==> src/rtl/regex_stream_ctx.sv <==
`default_nettype none
// ============================================================================
// Module   : regex_stream_ctx
// Purpose  : Per-stream context manager for an external regex DFA. On each
//            packet start it restores the saved DFA state of the packet's
//            stream. It forwards payload bytes to the DFA with one cycle of
//            delay and waits out the DFA latency after end-of-packet. Then it
//            saves the final DFA state and counts matching packets, but only
//            for packets that have the regex enabled.
// Revision : 1.0 - initial release
// ----------------------------------------------------------------------------
// Ports
//   clk, rst          clock / asynchronous active-high reset
//   pkt_start         start-of-packet pulse; samples stream_id and enable
//   stream_id         packet stream id, also the flush target
//   enable            regex enabled for the packet being started
//   char_in/_vld      payload byte and its valid
//   eop               end of packet (with or after the last byte)
//   flush_stream      invalidate the saved context of stream_id
//   count_clr         synchronous clear of count and count_sat
//   dfa_char/_vld     registered byte to the DFA
//   dfa_state_in/_vld state to load into the DFA, one-cycle strobe
//   dfa_state_out     DFA current state
//   dfa_accept        DFA accept flag
//   count, count_sat  saturating match count and its sticky saturation flag
//   fired             current/last packet matched
//   busy              controller not idle
//   proto_err         sticky protocol-violation flag
// ============================================================================
module regex_stream_ctx #(
  parameter int STATE_W = 11,
  parameter int SID_W   = 6,
  parameter int COUNT_W = 16,
  parameter int DFA_LAT = 1
) (
  input  logic               clk,
  input  logic               rst,
  input  logic               pkt_start,
  input  logic [SID_W-1:0]   stream_id,
  input  logic               enable,
  input  logic [7:0]         char_in,
  input  logic               char_in_vld,
  input  logic               eop,
  input  logic               flush_stream,
  input  logic               count_clr,
  output logic [7:0]         dfa_char,
  output logic               dfa_char_vld,
  output logic [STATE_W-1:0] dfa_state_in,
  output logic               dfa_state_in_vld,
  input  logic [STATE_W-1:0] dfa_state_out,
  input  logic               dfa_accept,
  output logic [COUNT_W-1:0] count,
  output logic               count_sat,
  output logic               fired,
  output logic               busy,
  output logic               proto_err
);

  localparam int                 C_DEPTH      = 1 << SID_W;
  localparam logic [COUNT_W-1:0] C_COUNT_MAX  = '1;
  localparam logic [2:0]         C_DRAIN_LAST = 3'(DFA_LAT);

  typedef enum logic [2:0] {
    S_IDLE   = 3'd0,
    S_LOAD   = 3'd1,
    S_RUN    = 3'd2,
    S_DRAIN  = 3'd3,
    S_COMMIT = 3'd4
  } state_t;

  state_t               r_state;
  state_t               w_state_next;

  logic [SID_W-1:0]     r_cur_sid;
  logic                 r_cur_en;
  logic [2:0]           r_drain_cnt;
  logic [STATE_W-1:0]   r_dfa_st;
  logic [C_DEPTH-1:0]   r_valid;
  logic [STATE_W-1:0]   r_state_mem [C_DEPTH];
  logic [COUNT_W-1:0]   r_count;
  logic                 r_count_sat;
  logic                 r_fired;
  logic                 r_proto_err;
  logic [7:0]           r_dfa_char;
  logic                 r_dfa_char_vld;

  logic                 w_commit_en;
  logic                 w_err;

  // --------------------------------------------------------------------------
  // FSM
  // --------------------------------------------------------------------------
  always_ff @(posedge clk or posedge rst) begin
    if (rst) begin
      r_state <= S_IDLE;
    end else begin
      r_state <= w_state_next;
    end
  end

  always_comb begin
    w_state_next = r_state;
    case (r_state)
      S_IDLE:   if (pkt_start) w_state_next = S_LOAD;
      S_LOAD:   w_state_next = S_RUN;
      S_RUN:    if (eop) w_state_next = S_DRAIN;
      // DRAIN spans DFA_LAT+1 cycles: the final byte leaves on dfa_char in the
      // first one, and its DFA result is sampled at the end of the last one.
      S_DRAIN:  if (r_drain_cnt == C_DRAIN_LAST) w_state_next = S_COMMIT;
      S_COMMIT: w_state_next = S_IDLE;
      default:  w_state_next = S_IDLE;
    endcase
  end

  assign w_commit_en = (r_state == S_COMMIT) && r_cur_en;

  // pkt_start is only meaningful in IDLE. Bytes are only meaningful in RUN.
  // A byte in LOAD is dropped silently.
  assign w_err = (pkt_start && (r_state != S_IDLE)) ||
                 (char_in_vld && ((r_state == S_IDLE) ||
                                  (r_state == S_DRAIN) ||
                                  (r_state == S_COMMIT)));

  // --------------------------------------------------------------------------
  // Context, DFA interface, counters
  // --------------------------------------------------------------------------
  always_ff @(posedge clk or posedge rst) begin
    if (rst) begin
      r_cur_sid      <= '0;
      r_cur_en       <= 1'b0;
      r_drain_cnt    <= '0;
      r_dfa_st       <= '0;
      r_valid        <= '0;
      r_count        <= '0;
      r_count_sat    <= 1'b0;
      r_fired        <= 1'b0;
      r_proto_err    <= 1'b0;
      r_dfa_char     <= '0;
      r_dfa_char_vld <= 1'b0;
    end else begin
      r_dfa_st       <= dfa_state_out;
      r_dfa_char     <= char_in;
      // Covers the eop byte too: it is sampled in RUN and appears during DRAIN.
      r_dfa_char_vld <= (r_state == S_RUN) && char_in_vld;

      if (r_state == S_DRAIN) begin
        r_drain_cnt <= r_drain_cnt + 3'd1;
      end else begin
        r_drain_cnt <= '0;
      end

      if ((r_state == S_IDLE) && pkt_start) begin
        r_cur_sid <= stream_id;
        r_cur_en  <= enable;
        r_fired   <= 1'b0;
      end

      // fired is itself the registered copy of dfa_accept. It is sampled on
      // the same edge as r_dfa_st, so the final byte's result is included by
      // the time COMMIT uses it.
      if (((r_state == S_RUN) || (r_state == S_DRAIN)) && dfa_accept) begin
        r_fired <= 1'b1;
      end

      if ((r_state == S_COMMIT) && !r_cur_en) begin
        r_fired <= 1'b0;
      end

      if ((r_state == S_IDLE) && !pkt_start && flush_stream) begin
        r_valid[stream_id] <= 1'b0;
      end

      if (w_commit_en) begin
        r_valid[r_cur_sid] <= 1'b1;
      end

      if (count_clr) begin
        r_count     <= '0;
        r_count_sat <= 1'b0;
      end else if (w_commit_en && r_fired && (r_count != C_COUNT_MAX)) begin
        r_count <= r_count + 1'b1;
        if ((r_count + 1'b1) == C_COUNT_MAX) begin
          r_count_sat <= 1'b1;
        end
      end

      if (w_err) begin
        r_proto_err <= 1'b1;
      end
    end
  end

  // State storage has no reset; the valid bits decide whether it is read.
  always_ff @(posedge clk) begin
    if (w_commit_en) begin
      r_state_mem[r_cur_sid] <= r_dfa_st;
    end
  end

  // --------------------------------------------------------------------------
  // Outputs
  // --------------------------------------------------------------------------
  assign dfa_char         = r_dfa_char;
  assign dfa_char_vld     = r_dfa_char_vld;
  assign dfa_state_in_vld = (r_state == S_LOAD);
  assign dfa_state_in     = r_valid[r_cur_sid] ? r_state_mem[r_cur_sid] : '0;
  assign count            = r_count;
  assign count_sat        = r_count_sat;
  assign fired            = r_fired;
  assign busy             = (r_state != S_IDLE);
  assign proto_err        = r_proto_err;

endmodule
`default_nettype wire

==> config.mk <==
export PLATFORM = sky130hd
export DESIGN_NAME = regex_stream_ctx
export DESIGN_NICKNAME = d
export VERILOG_FILES = /design/src/rtl/regex_stream_ctx.sv
export SDC_FILE = /design/constraint.sdc
export NUM_CORES = 1
export LEC_CHECK = 0
export BUFFER_PORTS_ARGS = -buffer_cell sky130_fd_sc_hd__clkbuf_2
export CAP_MARGIN = 20
export CORE_MARGIN = 2
export CORE_UTILIZATION = 53
export CTS_CLUSTER_SIZE = 10
export DETAILED_ROUTE_END_ITERATION = 8
export PLACE_DENSITY = 0.69
export REMOVE_ABC_BUFFERS = 1
export SLEW_MARGIN = 25
export SYNTH_ARGS = -nofsm -noshare
export SYNTH_HDL_FRONTEND = slang
export SYNTH_SLANG_ARGS = --single-unit
==> constraint.sdc <==
create_clock -name clk -period 9.95 [get_ports clk]
set_clock_uncertainty 0.1 [all_clocks]
set_input_delay 1.4925 -clock clk [delete_from_list [all_inputs] [get_ports clk]]
set_output_delay 1.4925 -clock clk [all_outputs]
set_load 0.02 [all_outputs]
==> After elaboration in Yosys (flattened, before gate mapping) <==
Memory sizes are Yosys's and may differ from the RTL's.
Cells that the tools add are included.
{ "classes": {"mux": 24, "n_eq_ne": 10, "n_reduce_logical": 26, "bitwise": 3, "n_addsub": 2, "magnitude_cmp": 4} }
{ "op_table": {"columns": ["cell", "count"], "rows": [
  ["64-bit 2-to-1 mux", 2],
  ["64-bit AND", 1],
  ["64-bit NOT", 1],
  ["64-bit bitwise OR", 1],
  ["16-bit 2-to-1 mux", 2],
  ["16-bit by 1-bit adder with 16-bit output, second input constant", 1],
  ["16-bit equality test, second input constant", 1],
  ["16-bit != test, second input constant", 1],
  ["6-bit by 7-bit less-than comparator with 1-bit output, second input constant", 2],
  ["1-bit logical AND", 13],
  ["1-bit demux with 6-bit select", 2],
  ["6-bit by 1-bit >= comparator with 1-bit output, second input constant", 2],
  ["3-bit 2-to-1 mux", 4],
  ["3-bit one-hot mux with 4 select lines", 1],
  ["1-bit 2-to-1 mux", 11],
  ["11-bit 2-to-1 mux", 1],
  ["1-bit binary-select mux with 6-bit select", 1],
  ["3-bit by 1-bit equality test with 1-bit output, second input constant", 2],
  ["3-bit by 2-bit equality test with 1-bit output, second input constant", 2],
  ["2-bit != test, second input constant", 3],
  ["3-bit nonzero test", 2],
  ["1-bit logical OR", 4],
  ["2-bit nonzero test", 2],
  ["3-bit by 1-bit adder with 3-bit output, second input constant", 1],
  ["5 further kinds", 6]
]} }
{ "word_totals": {"regBits": 116, "memories": 1, "input_bits": 34, "elab_cells": 82, "ram_bits": 704} }
{ "mem_list": {"columns": ["memory", "depth", "word_bits", "read_ports", "rd_ports_with_merged_regs", "wr", "line", "text"], "rows": [
  ["r_state_mem", 64, 11, 1, 0, 1, "79", "logic [STATE_W-1:0] r_state_mem [C_DEPTH];"]
]} }

==> Longest topological paths before layout <==
Gate-level depths: netlist (run 1).
{ "depth": {"word_depth": 9, "mapped_depth": 11, "mapped_depth_nobuf": 7} }

==> Worst setup path before layout (run 1) <==
Ideal clock, no wire load.
{ "synth_path": {"path_type": "register -> output", "startpoint": "reg r_cur_sid[1]", "endpoint": "out dfa_state_in[6]", "required_ns": 8.358, "path_buffers": 4, "t_arrival_ns": 2.103, "setup_slack_ns": 6.254, "path_stages_with_launch": 10, "path_cell_list": "dfrtp_1 > buf_6 > buf_6 > buf_4 > nor2_1 > a22oi_1 > o2bb2ai_1 > nor4_4 > buf_6 > a31oi_1"} }
{ "synth_between": {"elab_chain_len": 3, "elab_cells_between_ends": 4, "classes_between": "3 x mux; 1 x memory"} }
{ "synth_lines": {"columns": ["item", "line", "text"], "rows": [
  ["start: declaration", "74", "logic [SID_W-1:0] r_cur_sid;"],
  ["start signal: assignment", "153", "r_cur_sid <= stream_id;"],
  ["1-bit binary-select mux with 6-bit select", "206", "assign dfa_state_in = r_valid[r_cur_sid] ? r_state_mem[r_cur_sid] : '0;"],
  ["1-bit 2-to-1 mux (implied by the code)", "206", null],
  ["11-bit 2-to-1 mux (*)", "206", null],
  ["end: declaration", "48", "output logic [STATE_W-1:0] dfa_state_in,"]
]} }
Every way passes the cells marked *; elsewhere a longest branch is shown, timed or not. The select of a mux whose other input is x is not followed.

==> Worst setup path in the final report (run 1) <==
{ "layout_path": {"startpoint": "reg r_cur_sid[1]", "endpoint": "out dfa_state_in[9]"} }
The elaborated chain is that of the path after synthesis.

==> results of run 1 <==
[power groups by stage]
stage | Clock (mW) | Sequential (mW) | Combinational, mW
floorplan | 0 | 4.16 | 1.75
global placement | 0 | 4.04 | 2.93
detailed placement | 0 | 4.05 | 2.95
CTS | 3.07 | 3.98 | 2.97
global route | 3.21 | 3.99 | 3.16
finish | 3.05 | 3.98 | 3.08
[cell type report]
cell class | count | area (sq um) | area share, %
clock buffer | 143 | 2570 | 7.01
clock inverter | 5 | 55.1 | 0.150
inverter | 11 | 43.8 | 0.120
multi-input combinational | 1054 | 8030 | 21.9
sequential | 820 | 24100 | 65.7
tap | 790 | 988 | 2.70
timing repair buffer | 140 | 895 | 2.44
[per-layer routing]
layer / part of all wire [%] / vias up / track usage (%)
met4: 4.5 / 6 / 13.2
met5: 0.043 / - / 0
met3: 12 / 295 / 7.60
met1: 38 / 10200 / 40.6
li1: - / 8215 / -
met2: 46 / 1428 / 45.6
[critical path, cell delays in order, from the launching register on]
cell,delay (ns)
dfrtp_4,0.99
buf_4,0.78
nor2b_2,0.32
buf_4,0.30
a221o_1,0.31
a22oi_1,0.20
o22ai_1,0.19
nor4_4,1.02
a31oi_1,0.18
clkbuf_2,0.23
[synthesized netlist by cell type, drive strengths merged, types with 8 or more instances]
| library cell | instances | area share, % |
|---|---|---|
| a21oi | 73 | 1.1 |
| a221o | 28 | 0.86 |
| a221oi | 53 | 1.4 |
| a22o | 18 | 0.48 |
| a22oi | 67 | 1.6 |
| a31oi | 10 | 0.19 |
| and2 | 9 | 0.17 |
| buf | 77 | 1.6 |
| clkbuf | 57 | 0.65 |
| dfrtp | 116 | 8.9 |
| edfxtp | 704 | 65 |
| inv | 11 | 0.13 |
| mux2 | 74 | 2.6 |
| mux2i | 102 | 3.1 |
| mux4 | 45 | 3.1 |
| nand2 | 67 | 0.77 |
| nand3 | 25 | 0.40 |
| nor2 | 135 | 1.6 |
| nor2b | 12 | 0.23 |
| nor3 | 8 | 0.12 |
| o21ai | 175 | 2.7 |
| o22a | 9 | 0.24 |
| o22ai | 30 | 0.57 |
| o2bb2ai | 14 | 0.37 |
[path summary, 6_finish.rpt]
path | from | to | slack, ns | cells past startpoint
setup reg to reg | r_cur_sid[0]$_DFFE_PP0P_ | r_state_mem[17][1]$_DFFE_PP_ | 5.33 | 5
hold reg to reg | r_drain_cnt[0]$_DFF_PP0_ | r_drain_cnt[0]$_DFF_PP0_ | 0.37 | 1
min in group asynchronous | rst | r_dfa_st[8]$_DFF_PP0_ | 0.76 | 2
max in group asynchronous | rst | r_cur_sid[1]$_DFFE_PP0P_ | 7.79 | 3
hold / removal | r_drain_cnt[0]$_DFF_PP0_ | r_drain_cnt[0]$_DFF_PP0_ | 0.37 | 1
setup / recovery | r_cur_sid[1]$_DFFE_PP0P_ | dfa_state_in[9] | 3.10 | 9
[cell families (layout without fill, tap and decap cells)]
logic type,count (synthesis),count (layout),share of synthesized area (%)
buffers and inverters,145,299,2.33
xor gates and xnor gates,14,14,0.375
DFF,820,820,73.5
AOI/OAI and AO/OA,513,513,10.6
adders and majority gates,4,4,0.153
and+or+nand+nor,302,302,4.28
muxes,221,221,8.79
[state kept, by name (all words and copies together), names as in the netlist]
name	count
r_state	3
dfa_char	8
fired	1
r_dfa_st	11
r_cur_en	1
r_cur_sid	6
r_state_mem	704
dfa_char_vld	1
r_drain_cnt	3
count_sat	1
count	16
proto_err	1
r_valid	64
==> impl_metrics.json, run 1 <==
{
  "dpl_worst_slack_ns": 3.96,
  "clkLatencyLatePin_ns": 0.64,
  "p_total_mw": 10.1,
  "antenna_found_initial": 4,
  "p_sw_share_pct": 35.3,
  "diodes": 0,
  "ir_drop_uv": 159,
  "hold_slack_ns": 0.368,
  "fill_cells": 4506,
  "setup_ws_ns": 3.10,
  "path_max_fanout": 53,
  "critPathCaptureType": "output port",
  "max_freq_ghz": 0.146,
  "drive_above_1_share_pct": 19.0,
  "max-cap-violations": 0,
  "ys_ff_latch": 820,
  "ys_types": 73,
  "cp-start-kind": "register",
  "hold_buffers": 0,
  "rsz0062_at_grt": "false",
  "fp-row-count": 91,
  "vias": 20200,
  "finalInstanceArea_sq_um": 36600,
  "gp_congestion": 0.984,
  "combPwrFrac_pct": 30.5,
  "tritoncts": "built",
  "cts_setup_buffers": 0,
  "relSlewSlack_pct": 22.9,
  "grt_max_degree": 91,
  "hp-class": "register to register",
  "tns_ns": 0,
  "synth_area_sq_um": 32700,
  "avgSynthCellArea_sq_um": 16.2,
  "seq_power_share_pct": 39.4,
  "ys.flop_type": "edfxtp_1",
  "drtPass1Iterations": 6,
  "internal_power_mw": 6.55,
  "async_flop_share_pct": 14.1,
  "layout.nets": 2157,
  "dp_hpwl_mm": 54.7,
  "post-route-min-period_ns": 6.85,
  "clockPowerShare_pct": 30.2,
  "worstPathRequired_ns": 8.36,
  "h-tree-depth": 3,
  "finalHoldViolCount": 0,
  "die_height_microns": 252,
  "core-area_sq_um": 61400,
  "final_cell_mix": "704 x edfxtp_1, 146 x o21ai_0, 102 x mux2i_1, 102 x dfrtp_1, 99 x nor2_1",
  "clkTransAtPathRegs_ns": 0.06,
  "cts_sinks": 820,
  "grt_util_all_layers_pct": 29.8,
  "layout_commonest_cell": "edfxtp_1",
  "worstMarginPinSlew_ns": 1.15,
  "ys_warn_count": 0,
  "finalMaxSlewViolations": 0,
  "period_share_pct": 68.8,
  "overflow": 0,
  "grt_pass1_vias": 19800,
  "fin_cells": 2963,
  "postCtsResizedCells": 0,
  "dieArea_sq_um": 63700,
  "synth_edf_count": 704,
  "cts_made_buffers": 92,
  "synthCells": 2019,
  "antenna_left": 0,
  "die_w_microns": 252,
  "setup_viol": 0,
  "io_buffers": 74,
  "drt-initial-drc-count": 2928,
  "dpl_cell_area_sq_um": 34000,
  "wl_per_cell_microns": 31.6,
  "ys_seq_area_share_pct": 73.5,
  "fin_util_pct": 59.7,
  "grt_pass1_wl_mm": 136,
  "drt-total-wl_mm": 93.5,
  "area_growth_pct": 12.0,
  "placed_cells": 2815,
  "drc": 0,
  "crit_type": "register to output port",
  "power.switching_mw": 3.57,
  "cts-root-buf": "clkbuf_16",
  "outcome": "finished, final reports clean",
  "leakagePower_nw": 11.9,
  "routed_via_density": 6.80,
  "start_util_pct": 53.3,
  "cp.arrival_ns": 5.25,
  "cts_buffer_depth": 3,
  "power.density_nw_per_um2": 276,
  "io_pins": 75
}
No activity file was read; power rests on OpenSTA's default activity.
==> run 2, diff against run 1 <==
==> constraint.sdc (replaced) <==
create_clock -name clk -period 6.9 [get_ports clk]
set_clock_uncertainty 0.1 [all_clocks]
set_input_delay 1.035 -clock clk [delete_from_list [all_inputs] [get_ports clk]]
set_output_delay 1.035 -clock clk [all_outputs]
set_load 0.02 [all_outputs]
==> run 2 against run 1 <==
Utilization is 0.069 points higher. Global-route usage barely moved. Register-to-register slack lost 2.5 ns. Clock power increased by 45%.
==> impl_metrics.json, run 2 (synthesized netlist as in run 1, its figures left out) <==
{
  "cp.arrival_ns": 4.66,
  "placed_cells": 2817,
  "tritoncts": "built",
  "layout.nets": 2159,
  "cp-start-kind": "register",
  "drive_above_1_share_pct": 19.4,
  "cp_common_cell": "buf_4",
  "crit_buf_inv": 3,
  "clkTransAtPathRegs_ns": 0.06,
  "path_max_fanout": 44,
  "grt_max_degree": 71,
  "layout_commonest_cell": "edfxtp_1",
  "drtPass1Iterations": 6,
  "relSlewSlack_pct": 20.1,
  "drt-initial-drc-count": 2953,
  "cts_made_buffers": 92,
  "cpPeakStageDelay_ns": 0.97,
  "fill_cells": 4429,
  "area_growth_pct": 12.2,
  "cts_buffer_depth": 3,
  "regToRegSetupSlack_ns": 2.81,
  "finalMaxSlewViolations": 0,
  "top_register": "r_state_mem",
  "post-route-min-period_ns": 5.80,
  "cts_sinks": 820,
  "fin_cells": 2966,
  "worstPathRequired_ns": 5.76,
  "io_pins": 75,
  "die_height_microns": 252,
  "dpl_cell_area_sq_um": 34000,
  "overflow": 0,
  "power.density_nw_per_um2": 399,
  "start_util_pct": 53.3,
  "rsz0062_at_grt": "false",
  "hold_buffers": 0,
  "grt_pass1_wl_mm": 137,
  "final_cell_mix": "704 x edfxtp_1, 146 x o21ai_0, 102 x mux2i_1, 102 x dfrtp_1, 96 x clkbuf_16",
  "crit_chain": "buf_4 -> and2_1 -> buf_4 -> a221oi_1 -> o22ai_1 -> a2bb2oi_1 -> a41oi_1 -> clkbuf_2",
  "die_w_microns": 252,
  "period_share_pct": 84.0,
  "cts-root-buf": "clkbuf_16",
  "wl_per_cell_microns": 31.6,
  "largest_register_ffs": 704,
  "grt_pass1_vias": 19800,
  "h-tree-depth": 3,
  "core-area_sq_um": 61400,
  "cpMaxStageDelayCell": "dfrtp_4",
  "critPathCaptureType": "output port",
  "dieArea_sq_um": 63700,
  "fin_util_pct": 59.8,
  "max_freq_ghz": 0.173,
  "cts_setup_buffers": 0,
  "antenna_found_initial": 6,
  "crit_type": "register to output port",
  "diodes": 0,
  "routed_via_density": 6.74,
  "setup_viol": 0,
  "dp_hpwl_mm": 55.8,
  "grt_util_all_layers_pct": 29.7,
  "fp-row-count": 91,
  "ir_drop_uv": 218,
  "hold_slack_ns": 0.367,
  "leakagePower_nw": 11.9,
  "clkLatencyLatePin_ns": 0.65,
  "finalInstanceArea_sq_um": 36700,
  "crit_family": "buffers and inverters",
  "antenna_left": 0,
  "io_buffers": 74,
  "drt-total-wl_mm": 93.9,
  "outcome": "finished, final reports clean",
  "postCtsResizedCells": 0,
  "worstMarginPinSlew_ns": 1.20,
  "gp_congestion": 0.955,
  "vias": 20000,
  "hp-class": "primary input to asynchronous set/reset pin",
  "finalHoldViolCount": 0,
  "drc": 0,
  "max-cap-violations": 0
}
[run 2: cell count changes in the layout (fill, tap and decap cells not counted), sizes merged]
cell    previous run  this run
buf               66        68
clkbuf           217       219
clkinv             3         2
[run 2: routing by layer]
metal | GRT usage, % | up-vias | wire (microns)
li1 | - | 8212 | -
met1 | 39.5 | 10000 | 34400
met2 | 46.5 | 1424 | 43700
met3 | 7.79 | 296 | 11300
met4 | 13.4 | 12 | 4330
met5 | 0 | - | 83
[run 2: power by group]
| group | internal (mW) | switching (mW) |
|---|---|---|
| Sequential | 5.47 | 0.226 |
| Combinational | 1.45 | 3.06 |
| Clock | 2.54 | 1.87 |
| Total | 9.46 | 5.16 |
[run 2: per-stage QoR]
step                      setup TNS [ns]  setup WS, ns  total power, mW
after floorplan                 -1191.60         -3.30             8.53
after global placement                 0          1.95             10.1
after detailed placement               0          1.91             10.1
after CTS                              0          1.22             14.5
after global routing                   0          1.02             15.0
final                                  0          1.10             14.6
[run 2: final cells by class]
cell class | count | area (sq um) | area share (%)
sequential | 820 | 24100 | 65.6
multi-input combinational | 1054 | 8050 | 21.9
clock buffer | 145 | 2590 | 7.05
tap | 790 | 988 | 2.69
timing repair buffer | 142 | 896 | 2.44
clock inverter | 4 | 52.6 | 0.143
inverter | 11 | 43.8 | 0.119
[run 2: path summary, 6_finish.rpt]
path	from	depth (start not counted)	endpoint
max in group asynchronous	rst	3	r_cur_sid[0]$_DFFE_PP0P_
worst max-delay path	r_cur_sid[1]$_DFFE_PP0P_	8	dfa_state_in[10]
worst min register to register	r_drain_cnt[0]$_DFF_PP0_	1	r_drain_cnt[0]$_DFF_PP0_
min in group clk	r_drain_cnt[0]$_DFF_PP0_	1	r_drain_cnt[0]$_DFF_PP0_
worst min-delay path	rst	2	count[9]$_DFFE_PP0P_
worst max register to register	r_cur_sid[1]$_DFFE_PP0P_	3	r_state_mem[33][5]$_DFFE_PP_
[run 2: worst reg2reg max path: stages, from the launching register on]
cell	delay, ns
dfrtp_4	0.78
inv_2	0.84
nand2_1	0.99
nor2_2	1.00
